`src/rtl/ranker_pkg.sv`:
```
// Shared types and constants for the top-K contestant ranker.
package ranker_pkg;

    // Round control states
    typedef enum logic [1:0] {
        StIdle   = 2'd0,
        StAccept = 2'd1,
        StDone   = 2'd2
    } state_t;

    localparam int unsigned DEF_NUM_Q = 4;
    localparam int unsigned DEF_ID_W  = 4;
    localparam int unsigned DEF_TOP_K = 3;

    // Accepted-contestant counter, saturating
    localparam int unsigned CNT_W   = 8;
    localparam int unsigned CNT_MAX = 255;

endpackage

```
`src/rtl/match_score.sv`:
```
// Combinational score: number of answer bits that agree with the key.
module match_score #(
    parameter int unsigned NUM_Q = 4,
    parameter int unsigned SC_W  = $clog2(NUM_Q + 1)
) (
    input  logic [NUM_Q-1:0] i_ans,
    input  logic [NUM_Q-1:0] i_key,
    output logic [SC_W-1:0]  o_score
);

    logic [NUM_Q-1:0] w_match;

    assign w_match = ~(i_ans ^ i_key);

    // Popcount of matching bits
    always_comb begin
        o_score = '0;
        for (int unsigned i = 0; i < NUM_Q; i++) begin
            o_score = o_score + SC_W'(w_match[i]);
        end
    end

endmodule

```
`src/rtl/top_k_ranker.sv`:
```
// Streams scored contestants into a descending top-K list, one per cycle.
// Optional macro TOP_K_RANKER_TIE_LOWID_EN: equal scores rank by lower id
// instead of earlier arrival.
module top_k_ranker
    import ranker_pkg::*;
#(
    parameter int unsigned NUM_Q = DEF_NUM_Q,
    parameter int unsigned ID_W  = DEF_ID_W,
    parameter int unsigned TOP_K = DEF_TOP_K,
    parameter int unsigned SC_W  = $clog2(NUM_Q + 1)
) (
    input  logic                   clk,
    input  logic                   rst_n,
    input  logic                   start,
    input  logic [NUM_Q-1:0]       key,
    input  logic                   in_valid,
    output logic                   in_ready,
    input  logic [ID_W-1:0]        in_id,
    input  logic [NUM_Q-1:0]       in_ans,
    input  logic                   in_last,
    output logic                   out_valid,
    input  logic                   out_ready,
    output logic [TOP_K*ID_W-1:0]  out_ids,
    output logic [TOP_K*SC_W-1:0]  out_scores,
    output logic [CNT_W-1:0]       out_count
);

    state_t           r_state;
    logic [NUM_Q-1:0] r_key;
    logic [CNT_W-1:0] r_count;
    logic             r_in_ready;
    logic             r_out_valid;
    logic [ID_W-1:0]  r_ids    [TOP_K];
    logic [SC_W-1:0]  r_scores [TOP_K];

    logic [SC_W-1:0]  w_score;
    logic [TOP_K-1:0] w_empty;
    logic [TOP_K-1:0] w_beats;
    logic [ID_W-1:0]  w_ids_nxt    [TOP_K];
    logic [SC_W-1:0]  w_scores_nxt [TOP_K];

    match_score #(
        .NUM_Q (NUM_Q),
        .SC_W  (SC_W)
    ) u_match_score (
        .i_ans   (in_ans),
        .i_key   (r_key),
        .o_score (w_score)
    );

    // Per-slot decision: does the incoming contestant outrank the occupant?
    // The list is kept sorted by the same rule, so w_beats is monotone.
    always_comb begin
        for (int unsigned i = 0; i < TOP_K; i++) begin
            w_empty[i] = (r_count <= CNT_W'(i));
`ifdef TOP_K_RANKER_TIE_LOWID_EN
            w_beats[i] = w_empty[i] || (w_score > r_scores[i]) ||
                         ((w_score == r_scores[i]) && (in_id < r_ids[i]));
`else
            w_beats[i] = w_empty[i] || (w_score > r_scores[i]);
`endif
        end
    end

    // Insertion: first beaten slot takes the newcomer, later beaten slots shift down
    always_comb begin
        w_ids_nxt[0]    = w_beats[0] ? in_id   : r_ids[0];
        w_scores_nxt[0] = w_beats[0] ? w_score : r_scores[0];
        for (int unsigned i = 1; i < TOP_K; i++) begin
            if (!w_beats[i]) begin
                w_ids_nxt[i]    = r_ids[i];
                w_scores_nxt[i] = r_scores[i];
            end else if (!w_beats[i-1]) begin
                w_ids_nxt[i]    = in_id;
                w_scores_nxt[i] = w_score;
            end else begin
                w_ids_nxt[i]    = r_ids[i-1];
                w_scores_nxt[i] = r_scores[i-1];
            end
        end
    end

    // Round FSM with registered handshake outputs and slot array
    always_ff @(posedge clk) begin
        if (!rst_n) begin
            r_state     <= StIdle;
            r_key       <= '0;
            r_count     <= '0;
            r_in_ready  <= 1'b0;
            r_out_valid <= 1'b0;
            for (int unsigned i = 0; i < TOP_K; i++) begin
                r_ids[i]    <= '0;
                r_scores[i] <= '0;
            end
        end else begin
            unique case (r_state)
                StIdle: begin
                    if (start) begin
                        r_key      <= key;
                        r_count    <= '0;
                        r_in_ready <= 1'b1;
                        r_state    <= StAccept;
                        for (int unsigned i = 0; i < TOP_K; i++) begin
                            r_ids[i]    <= '0;
                            r_scores[i] <= '0;
                        end
                    end
                end
                StAccept: begin
                    if (in_valid) begin
                        for (int unsigned i = 0; i < TOP_K; i++) begin
                            r_ids[i]    <= w_ids_nxt[i];
                            r_scores[i] <= w_scores_nxt[i];
                        end
                        if (r_count != CNT_W'(CNT_MAX)) begin
                            r_count <= r_count + CNT_W'(1);
                        end
                        if (in_last) begin
                            r_in_ready  <= 1'b0;
                            r_out_valid <= 1'b1;
                            r_state     <= StDone;
                        end
                    end
                end
                StDone: begin
                    if (out_ready) begin
                        r_out_valid <= 1'b0;
                        r_state     <= StIdle;
                    end
                end
                default: begin
                    r_in_ready  <= 1'b0;
                    r_out_valid <= 1'b0;
                    r_state     <= StIdle;
                end
            endcase
        end
    end

    // Flatten slots, place 1 in the least-significant slice
    always_comb begin
        for (int unsigned i = 0; i < TOP_K; i++) begin
            out_ids[i*ID_W +: ID_W]    = r_ids[i];
            out_scores[i*SC_W +: SC_W] = r_scores[i];
        end
    end

    assign in_ready  = r_in_ready;
    assign out_valid = r_out_valid;
    assign out_count = r_count;

endmodule

```
`config.mk`:
```
export PLATFORM = sky130hd
export DESIGN_NAME = top_k_ranker
export DESIGN_NICKNAME = d
export VERILOG_FILES = /design/src/rtl/ranker_pkg.sv /design/src/rtl/match_score.sv /design/src/rtl/top_k_ranker.sv
export SDC_FILE = /design/constraint.sdc
export NUM_CORES = 1
export LEC_CHECK = 0
export ABC_AREA = 1
export BUFFER_PORTS_ARGS = -buffer_cell sky130_fd_sc_hd__buf_2
export CAP_MARGIN = 20
export CORE_MARGIN = 2
export CORE_UTILIZATION = 49
export DETAILED_ROUTE_END_ITERATION = 7
export GPL_ROUTABILITY_DRIVEN = 0
export GPL_TIMING_DRIVEN = 0
export HOLD_SLACK_MARGIN = 0.05
export PLACE_DENSITY = 0.79
export SYNTH_ARGS = -nofsm -noshare
export SYNTH_HDL_FRONTEND = slang
export SYNTH_SLANG_ARGS = --single-unit
```
`constraint.sdc`:
```
create_clock -name clk -period 3 [get_ports clk]
set_input_delay 0.6 -clock clk [delete_from_list [all_inputs] [get_ports clk]]
set_output_delay 0.6 -clock clk [all_outputs]
set_load 0.005 [all_outputs]
```
==> results of run 1 <==
-- sequential cells by signal, summed over array words and instances, names as in the netlist --
register,cells
out_count,8
r_ids,12
in_ready,1
r_key,4
r_state,2
out_valid,1
r_scores,9
-- Yosys cell counts (all sizes together) --
| master | instances |
|---|---|
| or2 | 2 |
| dfxtp | 16 |
| a31oi | 1 |
| clkbuf | 1 |
| fa | 1 |
| xor2 | 1 |
| nor2 | 54 |
| nand4 | 3 |
| inv | 40 |
| o22ai | 1 |
| o21ai | 15 |
| nand2 | 74 |
| nand3b | 1 |
| ha | 13 |
| nand3 | 16 |
| xnor2 | 4 |
| a21oi | 14 |
| buf | 3 |
| nor3 | 1 |
| edfxtp | 21 |
| clkinv | 1 |
-- cell families after synthesis --
| kind of cell | Yosys count | share of synthesized area (%) |
|---|---|---|
| simple gates | 151 | 31.0 |
| buf+inv | 45 | 8.48 |
| flops | 37 | 43.0 |
| compound gates | 31 | 7.29 |
| fa+ha+maj | 14 | 8.25 |
| xor+xnor | 5 | 1.98 |
-- metal layers --
metal | GRT usage [%] | vias up
met5 | 0 | -
met4 | 5.87 | 0
met3 | 4.50 | 7
met2 | 36.3 | 56
met1 | 22.6 | 916
li1 | - | 1009
-- path summary, 6_finish.rpt --
path,slack [ns],depth (start not counted),to,start
setup / recovery,0.14,12,r_scores[0][3],in_ans[0]
hold / removal,0.46,2,out_valid,out_valid
setup reg to reg,0.22,11,r_scores[0][3],r_key[0]
hold reg to reg,0.46,2,out_valid,out_valid
-- power groups by stage --
stage | combinational [uW] | sequential (uW) | clock [uW]
2_1_floorplan | 350 | 615 | 0
3_3_place_gp | 458 | 614 | 0
3_5_place_dp | 481 | 615 | 0
4_1_cts | 486 | 604 | 340
5_1_grt | 563 | 608 | 365
6_report | 496 | 604 | 331
-- worst reg2reg max path: stages, from the launching register on --
cell     delay [ns]
dfxtp_1        0.32
xnor2_1        0.13
ha_1           0.31
fa_1           0.46
ha_4           0.34
ha_1           0.25
nand3_1        0.14
nand2_4        0.08
nand2_2        0.07
buf_6          0.14
nand2_1        0.07
nand2_2        0.16
-- area by class of cell --
| cell class | count | area share [%] |
|---|---|---|
| sequential | 37 | 36.2 |
| clock inverter | 3 | 0.477 |
| multi-input combinational | 201 | 41.9 |
| clock buffer | 5 | 2.62 |
| inverter | 41 | 5.86 |
| tap | 52 | 2.48 |
| buffer | 4 | 1.29 |
| timing repair buffer | 48 | 9.15 |
-- through the flow --
stage                     power, uW  hold WS (ns)  util (%)  setup TNS [ns]  cells
after floorplan                 965         0.455         -               0    283
after global placement         1070         0.449      58.0           -6.63    383
after detailed placement       1100         0.453      58.0           -8.20    383
after CTS                      1430         0.467      59.9               0    391
after global routing           1540         0.485      60.3               0    391
final                          1430         0.464      60.3               0    391
==> flow_metrics.py, run 1 <==
metrics = {
    "sta": {
        "fmax_ghz": 0.349,
        "relSlewSlack_pct": 72.4,
        "tightest_slew_ns": 0.413,
        "fin_ws_ns": 0.136,
        "fin_skew_ns": 0.00714,
        "post-route-period-util_pct": 95.5,
        "finalSetupViolCount": 0,
        "finalHoldViolations": 0,
        "slew_viol_final": 0,
        "rsz0062_at_grt": "false",
        "period_needed_ns": 2.86,
    },
    "yosys": {
        "synth_top_area_share_pct": 28.5,
        "syn-cell-area_um2": 2210,
        "yosys-top-cells-area": "edfxtp_1 (28%), dfxtp_1 (14%), nand2_1 (9.8%)",
        "synth_fp_nets": 315,
        "synth_seq_area_share_pct": 43.0,
        "syn_inst": 283,
        "ys_warn_count": 0,
        "avgSynthCellArea_um2": 7.82,
        "synth.distinct_cells": 30,
        "yosysTopAreaCell": "edfxtp_1",
        "ys_ff_latch": 37,
    },
    "status": {
        "status": "complete, no violations",
    },
    "worst_setup_path": {
        "worstPathRequired_ns": 2.99,
        "cp_top_family": "adder cells",
        "cp.arrival_ns": 2.85,
        "end_kind": "flop",
        "timing.critical_path.buf_inv": 2,
        "crit_fanout": 10,
        "cpMaxStageDelayCell": "fa_1",
        "crit_chain": "buf_2, xnor2_1, ha_1, fa_1, ha_4, ha_1, nand3_1, nand2_4, nand2_2, buf_6, nand2_1, nand2_2",
        "slowest_delay_ns": 0.46,
        "start_kind": "input port",
        "critPathKind": "in2reg",
    },
    "detailed_routing": {
        "drtIter0Drc": 96,
        "top_layer": "met4",
        "antenna_left": 0,
        "drc": 0,
        "wl_met1_um": 2020,
        "wl_met2_um": 2370,
        "wl_met3_um": 241,
        "wl_per_cell_um": 12.0,
        "vias": 1988,
        "routed_wl_um": 4690,
        "drtPass1Iterations": 4,
        "via_per_inst": 5.08,
    },
    "global_routing": {
        "antenna_found_initial": 0,
        "grt_max_degree": 12,
        "grt_pass1_wl_um": 7930,
        "grt_pass1_vias": 1887,
        "globalRouteOverflowTotal": 0,
        "grt_util_all_layers_pct": 19.7,
    },
    "placed_design": {
        "hpwl_um": 3730,
        "post_dp_cell_area_um2": 2520,
        "dp_slack_ns": -0.327,
        "io_buffers": 48,
    },
    "clock_tree": {
        "cts_root_buf": "clkbuf_8",
        "clockBufferDepth": 2,
        "ctsHoldBuffers": 0,
        "cts_resized": 2,
        "htree_levels": 2,
        "cts_tree": "built",
        "cts-buffers-inserted": 5,
        "postCtsSetupRepairBufs": 0,
        "clkTransAtPathRegs_ns": 0.07,
        "numClockSinks": 37,
        "clock_latency_ns": 0.29,
    },
    "cells_and_area": {
        "layout_commonest_cell": "nand2_1",
        "antennaDiodeCount": 0,
        "layout.area.seq_um2": 951,
        "postLayoutCellArea_um2": 2630,
        "multi_input_area_um2": 1100,
        "mostFrequentLayoutCells": "nand2_1 (55), nor2_1 (51), buf_2 (48)",
        "fill_cells": 407,
        "area_growth_syn_to_layout_pct": 18.6,
        "drive_gt1_share_pct": 26.8,
        "nets": 370,
    },
    "pwr": {
        "power.share.clock_pct": 23.1,
        "max-vdd-ir-drop_mv": 0.256,
        "p_switching_uw": 500,
        "p_leak_uw": 0.00129,
        "p_int_uw": 930,
        "combPwrFrac_pct": 34.7,
        "switching_share_pct": 35.0,
        "p_per_area_nw_per_um2": 545,
        "p_seq_share_pct": 42.2,
    },
    "die": {
        "rows": 24,
        "fp.dieW_um": 71.2,
        "start_util_pct": 50.8,
        "die_h_um": 71.2,
        "core_um2": 4350,
        "dieArea_um2": 5070,
        "ios": 49,
    },
    "min_path": {
        "hold_class": "reg2reg",
    },
    "flow_run": {
        "max_cap_violations": 0,
    },
}
Power figures use the tool's default switching activity.
==> run 2: changes to the inputs <==
- ABC_AREA: 1 -> unset
- CORE_UTILIZATION: 49 -> 50
- PLACE_DENSITY: 0.79 -> 0.8
==> flow_metrics.py, run 2 <==
metrics = {
    "die": {
        "core_um2": 4660,
        "dieArea_um2": 5350,
        "die_h_um": 73.2,
        "start_util_pct": 51.3,
        "fp.dieW_um": 73.2,
        "rows": 25,
        "ios": 49,
    },
    "yosys": {
        "synthArstFlopShare_pct": 0,
        "avgSynthCellArea_um2": 9.38,
        "synth_edf_count": 21,
        "yosys-top-cells-area": "edfxtp_1 (26%), dfxtp_1 (13%), ha_1 (6.8%)",
        "synth.distinct_cells": 50,
        "yosysMostFrequentCell": "edfxtp_1",
        "synth_top_area_share_pct": 26.4,
        "ys_ff_latch": 37,
        "synthTopCellsByCount": "edfxtp_1 (21), nand2_1 (20), nand3_1 (19), dfxtp_1 (16)",
        "synth_seq_area_share_pct": 39.7,
        "ys_warn_count": 0,
        "synth_fp_nets": 287,
        "yosysTopAreaCell": "edfxtp_1",
        "syn_inst": 255,
        "syn-cell-area_um2": 2390,
        "synth_ff_type": "edfxtp_1",
    },
    "sta": {
        "slew_viol_final": 0,
        "tightest_slew_ns": 0.595,
        "relSlewSlack_pct": 60.3,
        "fin_skew_ns": 0.00643,
        "period_needed_ns": 2.94,
        "hold-worst-slack_ns": 0.484,
        "fmax_ghz": 0.340,
        "finalSetupViolCount": 0,
        "post-route-period-util_pct": 98.2,
        "finalHoldViolations": 0,
    },
    "global_routing": {
        "grt_util_all_layers_pct": 22.4,
        "antenna_found_initial": 0,
        "grt_pass1_wl_um": 9380,
        "globalRouteOverflowTotal": 0,
        "grt_pass1_vias": 1977,
        "grt_max_degree": 14,
    },
    "cells_and_area": {
        "nets": 343,
        "antennaDiodeCount": 0,
        "final_core_util_pct": 63.0,
        "drive_gt1_share_pct": 29.5,
        "layout_commonest_cell": "buf_2",
        "area_growth_syn_to_layout_pct": 22.8,
        "top_register": "r_ids",
        "largest_register_ffs": 12,
        "mostFrequentLayoutCells": "buf_2 (55), edfxtp_1 (21), nand2_1 (20)",
    },
    "min_path": {
        "holdPathStages": 2,
        "worstHoldEndpoint": "out_valid",
        "hold_class": "reg2reg",
        "hp-start": "out_valid",
    },
    "flow_run": {
        "max_cap_violations": 0,
    },
    "pwr": {
        "combPwrFrac_pct": 37.6,
        "p_int_uw": 1010,
        "p_per_area_nw_per_um2": 521,
        "power.share.clock_pct": 23.4,
        "switching_share_pct": 33.8,
        "p_seq_share_pct": 39.0,
        "p_leak_uw": 0.00121,
        "p_switching_uw": 517,
        "max-vdd-ir-drop_mv": 0.218,
    },
    "worst_setup_path": {
        "r2r-start": "r_key[0]",
        "start_kind": "input port",
        "crit_chain": "buf_2, xnor2_2, ha_1, fa_2, ha_4, ha_1, and2_4, o22ai_4, a21oi_2, o21ai_4",
        "r2r-end": "r_scores[0][0]",
        "rrSetupSlack_ns": 0.14,
        "r2r_cells": 9,
        "crit_fanout": 7,
        "end_kind": "flop",
        "slowest_delay_ns": 0.38,
        "cp.arrival_ns": 2.90,
        "cp_top_family": "adder cells",
        "critPathKind": "in2reg",
        "worstPathRequired_ns": 2.96,
        "timing.critical_path.buf_inv": 1,
        "cpMaxStageDelayCell": "fa_2",
        "crit_path_frequent_cell": "ha_1",
    },
    "detailed_routing": {
        "routed_wl_um": 5900,
        "via_per_inst": 5.93,
        "drtPass1Iterations": 5,
        "antenna_left": 0,
        "wl_per_cell_um": 16.1,
        "drc": 0,
        "drtIter0Drc": 173,
        "vias": 2172,
    },
    "placed_design": {
        "hpwl_um": 4220,
        "io_buffers": 47,
    },
    "clock_tree": {
        "numClockSinks": 37,
        "clkTransAtPathRegs_ns": 0.07,
        "cts_root_buf": "clkbuf_8",
        "clockBufferDepth": 2,
        "cts_tree": "built",
        "clock_latency_ns": 0.28,
        "htree_levels": 2,
        "cts-buffers-inserted": 5,
    },
    "status": {
        "status": "complete, no violations",
    },
}
## run 2: worst register-to-register path: stages (launching register included)
cell and delay, ns:
dfxtp_1 0.33, xnor2_2 0.14, ha_1 0.32, fa_2 0.38, ha_4 0.33, ha_1 0.26
and2_4 0.17, o22ai_4 0.21, a21oi_2 0.11, o21ai_4 0.28
## run 2: worst max-delay path by stage
stage	startpoint	to	slack (ns)	depth (start not counted)
floorplan	in_ans[0]	r_ids[0][4]	0.0003	10
global placement	in_ans[0]	r_ids[0][1]	-0.37	10
detailed placement	in_ans[1]	r_ids[0][7]	-0.42	11
CTS	in_ans[0]	r_scores[0][0]	0.02	10
global route	in_ans[0]	r_ids[0][0]	-0.01	10
finish	in_ans[0]	r_scores[0][0]	0.06	10
## run 2: per-stage QoR
stage	instance area [um2]	TNS, ns	power, uW	worst slack [ns]	cells
floorplan	2440	0	931	0.000317	255
global placement	2740	-8.81	1040	-0.367	356
detailed placement	2740	-11.27	1060	-0.416	356
CTS	2880	0	1450	0.0233	364
global route	2940	-0.0746	1620	-0.0134	366
finish	2940	0	1530	0.0552	366
## run 2: layout make-up
cell class                 instances  area [um2]
inverter                          16        60.1
clock buffer                       8        90.1
sequential                        37         951
fill                             410        1720
multi-input combinational        184        1420
tap                               54        67.6
buffer                            15        73.8
timing repair buffer              52         273
## run 2: kinds of logic (layout without fill, tap and decap cells)
logic type	after synthesis	after routing	share of synthesized area [%]
simple gates	96	96	22.3
fa+ha+maj	14	14	7.64
buf+inv	34	91	5.75
xor+xnor	7	7	2.56
compound gates	60	60	19.1
mux	7	7	2.93
flops	37	37	39.7
## run 2: what timing repair did
item,4_1_cts,5_1_grt
pin swaps,3,5
gates cloned,0,0
hold buffers,0,0
setup buffers,2,3
endpoints found under the hold margin,0,0
setup endpoints to repair,22,31
gates resized for setup,8,11
## run 2: power groups by stage
stage	combinational, uW	clock (uW)	sequential [uW]
2_1_floorplan	323	0	608
3_5_place_dp	456	0	608
3_3_place_gp	438	0	606
5_1_grt	632	388	601
4_1_cts	488	364	597
6_report	576	358	597
## run 2: layer usage
layer / part of all wire (%) / vias to the layer above / GRT usage, %
met5: 0 / - / 0
met4: 1.6 / 0 / 5.76
met3: 5.5 / 10 / 3.73
met2: 49 / 88 / 37.5
met1: 43 / 1012 / 29.9
li1: - / 1062 / -
